`config.mk`:
```
export PLATFORM = sky130hd
export DESIGN_NAME = sid_note_sequencer
export DESIGN_NICKNAME = d
export VERILOG_FILES = /design/src/rtl/sid_note_sequencer.sv
export SDC_FILE = /design/constraint.sdc
export NUM_CORES = 1
export LEC_CHECK = 0
export CAP_MARGIN = 25
export CORE_UTILIZATION = 30
export DETAILED_ROUTE_END_ITERATION = 7
export PLACE_DENSITY_LB_ADDON = 0.3
export SYNTH_ARGS = -nofsm -noshare
export SYNTH_HDL_FRONTEND = slang
export SYNTH_SLANG_ARGS = --single-unit
```
`constraint.sdc`:
```
create_clock -name clk -period 3.5 [get_ports clk]
set_input_delay 0.525 -clock clk [delete_from_list [all_inputs] [get_ports clk]]
set_output_delay 0.525 -clock clk [all_outputs]
set_load 0.05 [all_outputs]
```
`src/rtl/sid_note_sequencer.sv`:
```
// Note-on/note-off command sequencer driving the SID register write port with setup/strobe/hold cycles.
// Optional macro SID_SEQ_RETRIG_EN: prefix a gate-off write when a note-on hits a gated voice.
`timescale 1ns/1ps

module sid_note_sequencer (
  input  logic       clk,
  input  logic       rst_n,
  input  logic       cmd_valid,
  output logic       cmd_ready,
  input  logic       cmd_note_on,
  input  logic [1:0] cmd_voice,
  input  logic [7:0] cmd_freq,
  input  logic [7:0] cmd_atk,
  input  logic [7:0] cmd_sus,
  input  logic [7:0] cmd_wave,
  output logic [2:0] sid_addr,
  output logic [1:0] sid_voice,
  output logic [7:0] sid_data,
  output logic       sid_we,
  output logic [3:0] gate_state
);

  localparam int unsigned ADDR_W  = 3;
  localparam int unsigned VOICE_W = 2;
  localparam int unsigned DATA_W  = 8;
  localparam int unsigned NVOICE  = 4;
  localparam int unsigned IDX_W   = 3;

  localparam logic [ADDR_W-1:0] ADDR_FREQ = ADDR_W'(0);
  localparam logic [ADDR_W-1:0] ADDR_ATK  = ADDR_W'(4);
  localparam logic [ADDR_W-1:0] ADDR_SUS  = ADDR_W'(5);
  localparam logic [ADDR_W-1:0] ADDR_WAV  = ADDR_W'(6);
  localparam logic [DATA_W-1:0] GATE      = DATA_W'(8'h01);

  // Write slots: 0..3 are the note-on list, 4 is the gate-off WAV write (note-off or retrigger prefix)
  localparam logic [IDX_W-1:0] IDX_FREQ    = IDX_W'(0);
  localparam logic [IDX_W-1:0] IDX_ATK     = IDX_W'(1);
  localparam logic [IDX_W-1:0] IDX_SUS     = IDX_W'(2);
  localparam logic [IDX_W-1:0] IDX_WAV_ON  = IDX_W'(3);
  localparam logic [IDX_W-1:0] IDX_WAV_OFF = IDX_W'(4);

  typedef enum logic [1:0] {
    ST_IDLE   = 2'd0,
    ST_SETUP  = 2'd1,
    ST_STROBE = 2'd2,
    ST_HOLD   = 2'd3
  } state_e;

  typedef struct packed {
    logic               note_on;
    logic [VOICE_W-1:0] voice;
    logic [DATA_W-1:0]  freq;
    logic [DATA_W-1:0]  atk;
    logic [DATA_W-1:0]  sus;
    logic [DATA_W-1:0]  wave;
    logic [DATA_W-1:0]  off;
  } cmd_t;

  state_e             state_q, state_d;
  logic [IDX_W-1:0]   idx_q, idx_d;
  cmd_t               cmd_q, cmd_d;
  logic [DATA_W-1:0]  shadow_q [NVOICE];
  logic [DATA_W-1:0]  shadow_d [NVOICE];
  logic [NVOICE-1:0]  gate_q, gate_d;
  logic [ADDR_W-1:0]  addr_q, addr_d;
  logic [VOICE_W-1:0] bvoice_q, bvoice_d;
  logic [DATA_W-1:0]  data_q, data_d;
  logic               we_q, we_d;
  logic               ready_q, ready_d;
  logic               retrig_c;

`ifdef SID_SEQ_RETRIG_EN
  assign retrig_c = cmd_note_on & gate_q[cmd_voice];
`else
  assign retrig_c = 1'b0;
`endif

  // Next-state, write-list sequencing and registered bus values
  always_comb begin
    state_d  = state_q;
    idx_d    = idx_q;
    cmd_d    = cmd_q;
    shadow_d = shadow_q;
    gate_d   = gate_q;
    addr_d   = addr_q;
    bvoice_d = bvoice_q;
    data_d   = data_q;
    we_d     = 1'b0;
    ready_d  = 1'b0;

    unique case (state_q)
      ST_IDLE: begin
        if (cmd_valid) begin
          cmd_d.note_on = cmd_note_on;
          cmd_d.voice   = cmd_voice;
          cmd_d.freq    = cmd_freq;
          cmd_d.atk     = cmd_atk;
          cmd_d.sus     = cmd_sus;
          cmd_d.wave    = cmd_wave;
          cmd_d.off     = shadow_q[cmd_voice] & ~GATE;
          if (cmd_note_on) begin
            shadow_d[cmd_voice] = cmd_wave & ~GATE;
          end
          idx_d   = (!cmd_note_on || retrig_c) ? IDX_WAV_OFF : IDX_FREQ;
          state_d = ST_SETUP;
        end
      end
      ST_SETUP:  state_d = ST_STROBE;
      ST_STROBE: state_d = ST_HOLD;
      ST_HOLD: begin
        if (idx_q == IDX_WAV_OFF) begin
          gate_d[cmd_q.voice] = 1'b0;
          if (cmd_q.note_on) begin
            idx_d   = IDX_FREQ;
            state_d = ST_SETUP;
          end else begin
            state_d = ST_IDLE;
          end
        end else if (idx_q == IDX_WAV_ON) begin
          gate_d[cmd_q.voice] = 1'b1;
          state_d             = ST_IDLE;
        end else begin
          idx_d   = idx_q + IDX_W'(1);
          state_d = ST_SETUP;
        end
      end
    endcase

    we_d    = (state_d == ST_STROBE);
    ready_d = (state_d == ST_IDLE);

    // Bus is loaded entering SETUP and then held until the next write
    if (state_d == ST_SETUP) begin
      bvoice_d = cmd_d.voice;
      case (idx_d)
        IDX_FREQ: begin addr_d = ADDR_FREQ; data_d = cmd_d.freq;        end
        IDX_ATK:  begin addr_d = ADDR_ATK;  data_d = cmd_d.atk;         end
        IDX_SUS:  begin addr_d = ADDR_SUS;  data_d = cmd_d.sus;         end
        IDX_WAV_ON: begin addr_d = ADDR_WAV; data_d = cmd_d.wave | GATE; end
        default:  begin addr_d = ADDR_WAV;  data_d = cmd_d.off;         end
      endcase
    end
  end

  always_ff @(posedge clk or negedge rst_n) begin
    if (!rst_n) begin
      state_q  <= ST_IDLE;
      idx_q    <= '0;
      cmd_q    <= '0;
      shadow_q <= '{default: '0};
      gate_q   <= '0;
      addr_q   <= '0;
      bvoice_q <= '0;
      data_q   <= '0;
      we_q     <= 1'b0;
      ready_q  <= 1'b1;
    end else begin
      state_q  <= state_d;
      idx_q    <= idx_d;
      cmd_q    <= cmd_d;
      shadow_q <= shadow_d;
      gate_q   <= gate_d;
      addr_q   <= addr_d;
      bvoice_q <= bvoice_d;
      data_q   <= data_d;
      we_q     <= we_d;
      ready_q  <= ready_d;
    end
  end

  assign cmd_ready  = ready_q;
  assign sid_addr   = addr_q;
  assign sid_voice  = bvoice_q;
  assign sid_data   = data_q;
  assign sid_we     = we_q;
  assign gate_state = gate_q;

endmodule

```
# After elaboration in Yosys (flattened, before gate mapping)
# Cells that the tools add are included.
# word_totals
romBits,0
mem_count,0
ram_bits,0
inputBits,38
register_bits,99
out_inout_bits,19
wordCells,73
latchBits,0
# op_classes
mul,0
div_mod_pow,0
add_sub_neg,1
n_mux,25
shifts,0
n_eq_ne,10
bitwise_logic,4
n_lt_le_gt_ge,4
n_reduce_logical,9
# ops
operator,n
2-to-1 mux 42 bit,2
bitwise mux 32 bit,1
case mux 8 bit (4 select lines),1
2-to-1 mux 8 bit,3
binary-select mux 8 bit (select 2 bit),1
demux 8 bit (select 2 bit),1
2-to-1 mux 3 bit,5
== test 3 x 2 -> 1 bit (second input constant),3
case mux 3 bit (3 select lines),1
2-to-1 mux 4 bit,2
case mux 2 bit (4 select lines),1
== test 2 bit (second input constant),3
case mux 3 bit (2 select lines),1
AND 4 bit,1
== test 2 x 1 -> 1 bit (second input constant),2
logical NOT 2 bit,2
2-to-1 mux 2 bit,2
inverter 4 bit,1
bitwise OR 4 bit,1
AND reduction 2 bit,2
adder 3 x 1 -> 3 bit (second input constant),1
== test 3 x 1 -> 1 bit (second input constant),1
== test 3 bit (second input constant),1
>= comparator 3 bit (second input constant),1
10 further kinds,13

# Logic depth before layout (Yosys ltp)
# Gate-level depths: netlist (run 1).
# logic_depth
ltp_word,7
depth_mapped,11
mapped_depth_nobuf,9

# Least setup slack after synthesis (run 1)
# OpenSTA, ideal clock, no wires.
# synth_path
path_kind,register to register
start,register state_q[1]
end,register data_q[0] (netlist: sid_data[0])
stages_incl_launch_ff,10
slack_ns,1.373
arrival_time_ns,2.006
t_required_ns,3.380
path_buffers,1
period_less_slack_ns,2.127
setup_time_ns,0.120
path_cell_list,dfrtp_1 > inv_1 > ha_1 > buf_6 > nor2b_1 > o21a_1 > o21ai_4 > inv_4 > or3_1 > a41o_1
# synth_between
elab_chain_len,4
word_cells_on_any_way,14
cone_classes,eq/ne (7); mux (5); reduce/logical (2)
# synth_rtl
item,line,source
from (decl),59,"state_e state_q, state_d;"
from (signal assigned),158,state_q <= state_d;
== test 2 bit / logical NOT 2 bit (equally long branches),91,unique case (state_q)
case mux 3 bit (2 select lines),91,
== test 3 x 2 -> 1 bit (tied with other cells),135,case (idx_d)
case mux 8 bit (4 select lines),135,
to (signal assigned),165,data_q <= data_d;
to (decl),67,"logic [DATA_W-1:0] data_q, data_d;"
# Several ways; a longest one is shown, not always the timed one.
# A chain may end at the register's enable or synchronous reset.

# Worst setup path in the final report (run 1)
# layout_path
start,register state_q[1]
end,register data_q[3] (netlist: sid_data[3])
# The elaborated chain is that of the path after synthesis.

==> summary.md, run 1 <==
| Metric | Value |
|---|---|
| Status | complete, no violations |
| PnR worst setup slack | 0.9884 ns |
| Main synth FF type | dfrtp_1 |
| Worst hold-check path type | in2async |
| Area growth syn-to-layout | 25.01% |
| Crit path largest cell delay | about 0.44 ns |
| CP Data Required Time | ~3.8 ns |
| Maximum root-to-sink buffer count | 2 |
| Setup CP Type | reg2reg |
| # Post-CTS Setup Buffers | 0 |
| Critical Path Start Type | flop |
| Nets | between 400 and 500 |
| RSZ-0062 raised after global routing | false |
| Commonest non-fill, non-tap cells in the layout | 93 x dfrtp_1, 64 x mux2_2, 54 x clkdlybuf4s50_1, 28 x nand2_1, 17 x mux2i_1 |
| Leak | about 2.3 nW |
| GRT Total Usage | between 10% and 20% |
| Synth Area per Inst | 13.19 um^2 |
| Vias in the first global route | between 2,000 and 3,000 |
| Max H-tree Level | 3 |
| Count of final setup violators | 0 |
| Worst slew pin tran | between 0.6 and 0.7 ns |
| Share of synthesized registers carrying an async set or reset | between 90% and 100% |
| Fin crit share | a little under three quarters |
| Reg2reg end | sid_data[3] |
| Antenna violations before repair | 0 |
| Sequential share of the synthesized area | around 55% |
| CTS tree | yes |
| Detail Route Antenna Nets | 0 |
| Total power | 5.230 mW |
| Routed WL per cell | ~17 um |
| Minimum clock period | approximately 2.5 ns |
| Syn nets | 369 |
| Data arrival, critical path | around 2.8 ns |
| Yosys warnings | 0 |
| Worst-Skew Late Latency | approximately 0.35 ns |
| Number of synthesized flops with an enable pin | 0 |
| Die H | approximately 120 um |
| Cell Area, Synth | 0.004313 mm^2 |
| Via Count | ~2,800 |
| Commonest non-fill, non-tap cell in the layout | dfrtp_1 |
| Slew margin rel. | between 50% and 60% |
| Port Buf Inserts | 55 |
| Via density | roughly 4.8 |
| Starting DRT DRC Count | slightly above 90 |
| Worst hold margin | approximately 0.16 ns |
| Crit-path cells | ha_1 > nor2b_1 > and4_1 > a311oi_2 > nor2_1 > buf_4 > a211oi_1 > a22o_1 |
| Achievable Freq | approximately 400 MHz |
| CTS Sinks | 94 |
| Pwr/cell area | approximately 970 mW/mm^2 |
| Grt ovf | 0 |
| CORE AREA | between 0.01 and 0.015 mm^2 |
| VDD IR max | between 0.3 and 0.4 mV |
| Drt pass-1 iters | 4 |
| IO Count | 57 |
| Initial Util | between 30% and 40% |
| Dpl hpwl | approximately 6.7 mm |
| Final Hold Vio Count | 0 |
| Root Buffer | clkbuf_16 |
| Flops & latches, synth | 94 |
| Global-route wire length before repair | between 15 and 20 mm |
| Placer congestion estimate | 0.7513 |
| DR DRC count | 0 |
| Post-CTS resize count | 0 |
| # placed instances | approximately 560 |
| Clock skew | 0.007025 ns |
| Worst path slowest cell | dfrtp_1 |
| Post-Syn Instances | about 330 |
| Largest net degree at the start of global routing | 42 |
| Crit Path Max Fanout | 11 |
| Fin cells | 573 |
| Synth unique cells | 47 |
| Site Rows | between 40 and 50 |
| Setup WS pre-CTS | roughly 0.73 ns |
| Die Wd | ~120 um |
| Die ar. | 0.01486 mm^2 |
| Drt total wl | roughly 9.5 mm |
| Hold-fix buffers at CTS | 0 |
| Slew Viols, Final | 0 |
| MaxCap Viol Count | 0 |
| Reg2Reg Setup Slack | 0.99 ns |
| Setup crit end kind | flop |
| CTS buffer count | 9 |
| Worst reg-to-reg path cell count | 8 |
| N_diodes | 0 |
| Clk slew on worst S/H paths | about 0.070 ns |
| R2r startpoint | state_q[1] |
| Layout cells sized above 1 | around 28% |
| Total Neg Setup Slack | 0 ns |
worst max-delay path, delay by kind of cell (launching register included):
kind                       cells  cell delay [ns]
and+or+nand+nor                3             0.47
AOI/OAI and AO/OA              3             0.98
buffers and inverters          1             0.19
adders and majority gates      1             0.37
DFF                            1             0.44
per-layer routing:
metal	part of all wire (%)	GRT usage, %	wire length (um)	vias to the layer above
met5	0	0	0	-
met4	0.84	3.241	80	0
met3	3.9	3.886	373	9
met2	48	23.06	4590	52
met1	47	18.74	4479	1408
li1	-	-	-	1296
how the worst max path moves through the flow:
stage | from | to | slack [ns] | cells after the start
6_report | state_q[1] | sid_data[3] | 0.99 | 8
5_1_grt | idx_q[0] | sid_data[3] | 0.84 | 8
4_1_cts | state_q[1] | sid_data[3] | 0.98 | 8
3_5_place_dp | cmd_voice[0] | sid_data[7] | 0.73 | 6
3_3_place_gp | cmd_voice[0] | sid_data[7] | 0.72 | 6
2_1_floorplan | state_q[1] | sid_data[0] | 1.37 | 9
cells in the mapped netlist (3+ instances only):
cell type | instances | area, um^2
dfrtp_1 | 93 | 2327
mux2_2 | 64 | 720.7
nand2_1 | 28 | 105.1
mux2i_1 | 17 | 170.2
nor2_1 | 16 | 60.06
o21ai_0 | 10 | 50.05
inv_1 | 9 | 33.78
a22o_1 | 7 | 61.31
mux4_2 | 7 | 157.7
a211oi_1 | 6 | 45.04
buf_2 | 5 | 25.02
a41oi_1 | 4 | 35.03
buf_4 | 4 | 30.03
ha_1 | 4 | 50.05
a31oi_1 | 3 | 18.77
buf_6 | 3 | 33.78
clkbuf_1 | 3 | 11.26
nor2b_1 | 3 | 18.77
o21a_1 | 3 | 22.52
o21ai_1 | 3 | 15.01
cells by family after synthesis:
| group | count (synthesis) | share of synthesized area (%) |
|---|---|---|
| and+or+nand+nor | 64 | 7.282 |
| muxes | 90 | 24.83 |
| DFF | 94 | 54.57 |
| AOI/OAI and AO/OA | 48 | 8.732 |
| adders and majority gates | 4 | 1.160 |
| buffers and inverters | 27 | 3.423 |
state kept, by name (all words and copies together) (netlist names), named ones only:
name and count:
state_q 2, shadow_q 28, cmd_ready 1, sid_addr 3, sid_we 1, sid_data 8
sid_voice 2, idx_q 3, cmd_q 42
power breakdown:
| group | total (mW) | switching (mW) | internal (mW) |
|---|---|---|---|
| combinational | 2.36 | 1.30 | 1.06 |
| clock | 1.03 | 0.428 | 0.599 |
| sequential | 1.84 | 0.238 | 1.60 |
| total | 5.23 | 1.97 | 3.26 |
stage by stage:
| stage | area (um^2) | utilization, % |
|---|---|---|
| floorplan | 4313 | - |
| global placement | 5075 | 36.42 |
| detailed placement | 5075 | 36.42 |
| CTS | 5391 | 38.69 |
| global route | 5391 | 38.69 |
| finish | 5391 | 38.69 |
final cells by class:
type                            count  area, um^2
Fill cell                        1342        8543
Tap cell                          180       225.2
Inverter                           12       47.55
Timing Repair Buffer               65       635.6
Sequential cell                    94        2354
Clock buffer                       11       252.7
Multi-Input combinational cell    206        1813
Clock inverter                      5       63.81
No activity file was read; power rests on OpenSTA's default activity.
==> run 2, diff against run 1 <==
Clock period 3.5 ns to 2.2 ns, I/O delays scaled along.
==> run 2 against run 1 <==
Compared with the run above: setup slack got worse by 0.92 ns; worst hold slack got worse by 0.16 ns; clock-buffer cell count rose by 2; critical path depth rose by 1; critical path type unchanged; sequential cell count did not move; cell count rose by 6.5%; sequential power rose by 57%; largest cell class unchanged; die area did not move.
==> summary.md, run 2 (same netlist as run 1, synthesis figures left out) <==
| Metric | Value |
|---|---|
| Setup CP Type | reg2reg |
| Commonest non-fill, non-tap cell in the layout | dfrtp_1 |
| Max H-tree Level | 3 |
| Dpl hpwl | roughly 7.0 mm |
| Minimum clock period | ~2.1 ns |
| Site Rows | 43 |
| Count of final setup violators | 0 |
| Via density | 4.746 |
| Crit Path Max Fanout | 5 |
| CP Data Required Time | 2.43 ns |
| Proportion of power drawn by the clock network | around 18% |
| Worst-Skew Late Latency | ~0.34 ns |
| Drt pass-1 iters | 4 |
| Largest net degree at the start of global routing | 45 |
| GRT Total Usage | between 10% and 20% |
| CTS buffer count | 9 |
| Worst slew pin tran | roughly 0.60 ns |
| MaxCap Viol Count | 0 |
| Root Buffer | clkbuf_16 |
| Global-route wire length before repair | around 16 mm |
| Nets | ~470 |
| Grt ovf | 0 |
| N_diodes | 0 |
| Drt total wl | between 9 and 10 mm |
| Leak | 2.513 nW |
| Status | complete, no violations |
| Data arrival, critical path | roughly 2.4 ns |
| Setup WS pre-CTS | -0.2255 ns |
| Maximum root-to-sink buffer count | 2 |
| Achievable Freq | 469.1 MHz |
| VDD IR max | 0.6842 mV |
| CTS tree | yes |
| Layout cells sized above 1 | 35.81% |
| DR DRC count | 0 |
| Fin crit share | between 90% and 100% |
| Part of the power in registers | around 33% |
| Combinational Power Share | between 40% and 50% |
| Setup crit end kind | flop |
| Clk slew on worst S/H paths | 0.06 ns |
| Pwr/cell area | approximately 1500 mW/mm^2 |
| CORE AREA | around 0.014 mm^2 |
| Slew margin rel. | 59.79% |
| Routed WL per cell | 15.97 um |
| Starting DRT DRC Count | around 140 |
| P_int | about 5.6 mW |
| Max reg flops | 42 |
| Vias in the first global route | just over 3,000 |
| CTS Sinks | between 90 and 100 |
| Antenna violations before repair | 0 |
| FILL cells | between 1,000 and 1,500 |
| Slew Viols, Final | 0 |
| IO Count | 57 |
| Commonest non-fill, non-tap cells in the layout | 93 x dfrtp_1, 64 x mux2_2, 54 x clkdlybuf4s50_1, 41 x buf_4, 28 x nand2_1 |
| Total power | roughly 8.9 mW |
| Area growth syn-to-layout | 33.62% |
| Placer congestion estimate | roughly 0.73 |
| NetSw | about 3.2 mW |
| Clock skew | 0.004791 ns |
| Via Count | 2,895 |
| Final Hold Vio Count | 0 |
| Largest Register | cmd_q |
| Critical Path Start Type | flop |
| Initial Util | ~31% |
| Worst hold-check path type | in2async |
| Die Wd | ~120 um |
| Sw Ratio | 36.47% |
| Port Buf Inserts | 55 |
| Die ar. | 0.01486 mm^2 |
| Die H | between 100 and 150 um |
| Hold-fix buffers at CTS | 0 |
| PnR worst setup slack | roughly 0.068 ns |
| Detail Route Antenna Nets | 0 |
==> run 2: changes by cell type in the layout (fill, tap and decap cells not counted), sizes merged <==
cell / before / now
buf: 11 / 47
clkbuf: 11 / 13
inv: 14 / 12
nor2: 17 / 18
==> run 2: layout make-up <==
| cell class | count | area [um^2] | area share, % |
|---|---|---|---|
| tap | 180 | 225.2 | 3.908 |
| multi-input combinational | 207 | 1872 | 32.48 |
| sequential | 94 | 2354 | 40.84 |
| inverter | 12 | 50.05 | 0.8684 |
| clock buffer | 13 | 260.3 | 4.516 |
| timing repair buffer | 101 | 959.7 | 16.65 |
| clock inverter | 3 | 42.54 | 0.7382 |
==> run 2: power groups by stage <==
stage	Sequential [mW]	Clock, mW	Combinational (mW)
floorplan	3.29	0	2.41
global placement	2.90	0	4.13
detailed placement	2.93	0	4.20
CTS	2.91	1.61	4.26
global route	2.99	1.70	4.81
finish	2.89	1.57	4.41
==> run 2: per-layer routing <==
| metal | track usage, % | vias up | wire (um) |
|---|---|---|---|
| met4 | 3.472 | 0 | 71 |
| met5 | 0 | - | 0 |
| met2 | 23.83 | 47 | 4907 |
| li1 | - | 1376 | - |
| met1 | 18.51 | 1466 | 4473 |
| met3 | 3.184 | 6 | 291 |
==> run 2: critical path, cell delays in order (launching register included) <==
cell      delay (ns)
dfrtp_1         0.35
inv_1           0.09
ha_4            0.18
nor2b_1         0.16
o21a_1          0.21
a311oi_4        0.41
inv_2           0.14
nor2_4          0.21
nand2_1         0.08
a22o_1          0.19
==> run 2: worst paths after layout <==
check	from	end	depth (start not counted)	slack (ns)
max in group asynchronous	rst_n	cmd_q[23]	2	1.49
min in group clk	shadow_q[10]	shadow_q[10]	1	0.48
worst max register to register	state_q[0]	sid_data[2]	9	0.07
worst min register to register	shadow_q[10]	shadow_q[10]	1	0.48
worst min-delay path	rst_n	sid_we	1	0.001
worst max-delay path	state_q[0]	sid_data[2]	9	0.07
==> run 2: metrics by stage <==
step                      cells  TNS [ns]  util [%]  area (um^2)  hold slack (ns)
after detailed placement    590    -2.740     38.56         5373           0.3780
after floorplan             327         0         -         4313          0.03441
after CTS                   606         0     40.89         5698          0.01422
final                       610         0     41.36         5763         0.001274
after global placement      590    -2.310     38.56         5373           0.3669
after global routing        610  -0.02186     41.36         5763          0.02713
==> run 2: timing repair <==
action / in CTS / in global routing
pin swaps: 0 / 2
gates resized for setup: 4 / 9
endpoints found under the setup margin: 7 / 17
buffers inserted: 0 / 3
endpoints found under the hold margin: 0 / 0
cloned: 0 / 1
==> run 3, diff against run 2 <==
Settings changed: ABC_AREA set to 1, HOLD_SLACK_MARGIN set to 0.02.
==> run 3 against run 2 <==
Compared with the run above: clock skew rose by 0.0019 ns; sequential cell count unchanged; fmax increased by 5.1%; synthesized cell count increased by 58%; clock power is 5% lower; non-clock buffer count fell by 27; power shrank 3.0%; register-to-register slack improved by 0.10 ns; sequential power is 2% lower; cell area down 4.3%; critical path type unchanged.
==> summary.md, run 3 <==
| Metric | Value |
|---|---|
| FILL cells | approximately 1,400 |
| Critical Path Start Type | flop |
| Ranking of synthesized cells by area | dfrtp_1 54%, nand2_1 18%, nand3_1 5.7% |
| Antenna violations before repair | 0 |
| Largest Register | cmd_q |
| Port Buf Inserts | 55 |
| Pwr/cell area | ~1600 mW/mm^2 |
| Maximum root-to-sink buffer count | 2 |
| Worst slew pin tran | 0.5973 ns |
| CORE AREA | 0.01393 mm^2 |
| Global-route wire length before repair | 17.60 mm |
| Vias in the first global route | between 3,000 and 4,000 |
| Synth Area per Inst | ~8.3 um^2 |
| P_int | 4.839 mW |
| Count of final setup violators | 0 |
| Area of the multi-input gates | between 0.0015 and 0.002 mm^2 |
| VDD IR max | between 0.7 and 0.8 mV |
| Part of the power in registers | about a third |
| Proportion of power drawn by the clock network | between 10% and 20% |
| CTS buffer count | 9 |
| Post-synth top cells | 202 x nand2_1, 93 x dfrtp_1, 49 x nand3_1, 47 x o21ai_0, 35 x inv_1 |
| Crit path largest cell delay | 0.38 ns |
| Achievable Freq | roughly 490 MHz |
| Routed WL per cell | around 14 um |
| Flops & latches, synth | 94 |
| Site Rows | 43 |
| Combinational Power Share | roughly half |
| Via density | 4.746 |
| Status | complete, no violations |
| Crit path max-delay family | simple AND/OR/NAND/NOR gates |
| Synth unique cells | 33 |
| Number of synthesized flops with an enable pin | 0 |
| Via Count | 3,659 |
| Minimum clock period | 2.028 ns |
| Nets | ~630 |
| Placer congestion estimate | about 0.80 |
| Starting DRT DRC Count | 247 |
| Drt pass-1 iters | 4 |
| Reg area | between 0.002 and 0.0025 mm^2 |
| IO Count | 57 |
| DR DRC count | 0 |
| Worst-Skew Late Latency | around 0.35 ns |
| Data arrival, critical path | around 2.3 ns |
| Setup CP Type | reg2reg |
| Drt total wl | around 11 mm |
| Leak | approximately 2.7 nW |
| Commonest non-fill, non-tap cell in the layout | nand2_1 |
| N_diodes | 0 |
| Yosys warnings | 0 |
| Root Buffer | clkbuf_16 |
| Sw Ratio | 43.80% |
| GRT Total Usage | between 10% and 20% |
| Fin crit share | around 90% |
| Fin util | 39.56% |
| Commonest non-fill, non-tap cells in the layout | 195 x nand2_1, 93 x dfrtp_1, 54 x clkdlybuf4s50_1, 49 x nand3_1, 47 x o21ai_0 |
| CTS tree | yes |
| Die ar. | ~0.015 mm^2 |
| Largest net degree at the start of global routing | 45 |
| Main synth FF type | dfrtp_1 |
| RSZ-0062 raised after global routing | false |
| Slew Viols, Final | 0 |
| Crit Path Max Fanout | 8 |
| Max reg flops | 42 |
| Worst Path Buf+Inv | 2 |
| Dpl hpwl | between 7 and 8 mm |
| Layout cells sized above 1 | 12.18% |
| Post-Syn Instances | approximately 520 |
| Clk slew on worst S/H paths | 0.07 ns |
| Syn nets | between 500 and 600 |
| Crit-path cells | inv_1 > ha_2 > nand2_1 > nor2_2 > a21oi_4 > nand2_8 > a21oi_2 > buf_4 > nand3_1 > nand3_1 > o21bai_1 > nand2_1 |
| Final Hold Vio Count | 0 |
| CTS Sinks | between 90 and 100 |
| Area growth syn-to-layout | 27.75% |
| Top-count cell post-synth | nand2_1 |
| Die H | ~120 um |
| CP Data Required Time | 2.44 ns |
| Worst hold-check path type | reg2reg |
| Slew margin rel. | 60.03% |
| Clock skew | around 0.0067 ns |
| Die Wd | ~120 um |
| Cell Area, Synth | 0.004315 mm^2 |
| Detail Route Antenna Nets | 0 |
| Share of synthesized registers carrying an async set or reset | between 90% and 100% |
| Sequential share of the synthesized area | a little over half |
| Initial Util | 30.97% |
| Worst path slowest cell | dfrtp_1 |
| Yosys top cell by area | dfrtp_1 |
| Grt ovf | 0 |
| Total power | 8.611 mW |
| MaxCap Viol Count | 0 |
| Share of the synthesized area in the top cell type | between 50% and 60% |
| NetSw | around 3.8 mW |
| Max H-tree Level | 3 |
| Worst hold margin | 0.4732 ns |
| Setup crit end kind | flop |
run 3: cell count changes in the layout (fill, tap and decap cells not counted), sizes merged, moves of 17 or more:
cell / before / now
nand3: 1 / 49
buf: 47 / 19
nand2: 29 / 211
mux2: 66 / 0
inv: 12 / 44
o21ai: 14 / 56
mux2i: 17 / 0
run 3: worst paths after layout:
check                           cells past startpoint      endpoint         start  slack (ns)
worst max-delay path                               12   sid_data[4]    state_q[1]        0.17
worst min-delay path                                2  sid_voice[1]  sid_voice[1]        0.47
worst max register to register                     12   sid_data[4]    state_q[1]        0.17
worst min register to register                      2  sid_voice[1]  sid_voice[1]        0.47
max in group asynchronous                           3   sid_data[5]         rst_n        1.06
min in group asynchronous                           2   shadow_q[6]         rst_n        0.54
run 3: final cells by class:
type | count | share of cell area, %
Timing Repair Buffer | 74 | 13.32
Sequential cell | 94 | 42.69
Tap cell | 180 | 4.085
Clock inverter | 6 | 0.8171
Multi-Input combinational cell | 364 | 31.68
Inverter | 43 | 3.064
Clock buffer | 10 | 4.335
run 3: power groups by stage:
stage / Combinational (mW) / Sequential (mW) / Clock [mW]
after floorplan: 2.49 / 3.25 / 0
after global placement: 4.07 / 2.84 / 0
after detailed placement: 4.14 / 2.86 / 0
after CTS: 4.16 / 2.84 / 1.53
after global routing: 4.80 / 2.92 / 1.60
final: 4.28 / 2.84 / 1.49
run 3: cells by family (layout without fill, tap and decap cells):
logic type | after synthesis | count (layout) | synth area share [%]
AND/OR/NAND/NOR | 284 | 285 | 28.97
buffers and inverters | 60 | 133 | 5.944
AO/OA/AOI/OAI | 75 | 75 | 9.394
adder cells (fa/ha/maj) | 4 | 4 | 1.160
flip-flops | 94 | 94 | 54.54
run 3: worst min-delay path, cell delays in order (launching register included):
cell,delay (ns)
dfrtp_1,0.35
nand2_1,0.05
nand2_1,0.04
run 3: timing repair:
item                                    CTS  global route
hold buffers                              1             0
gates resized for setup                   0            17
setup buffers                             0             2
endpoints found under the hold margin    40             0
endpoints found under the setup margin    0            37
run 3: metrics by stage:
step,worst slack (ns),instances,TNS [ns],cell area [um^2]
final,0.1721,771,0,5513
after global routing,0.003326,771,0,5513
after CTS,0.08285,768,0,5448
after detailed placement,-0.07579,751,-0.7881,5154
after global placement,-0.03555,751,-0.06841,5154
after floorplan,0.3736,517,0,4315
run 3: layer usage:
metal / track usage [%] / up-vias / share of wire [%]
met4: 4.321 / 0 / 1.0
met5: 0 / - / 0
met3: 4.494 / 9 / 4.6
li1: - / 1804 / -
met1: 20.29 / 1764 / 46
met2: 24.33 / 82 / 48
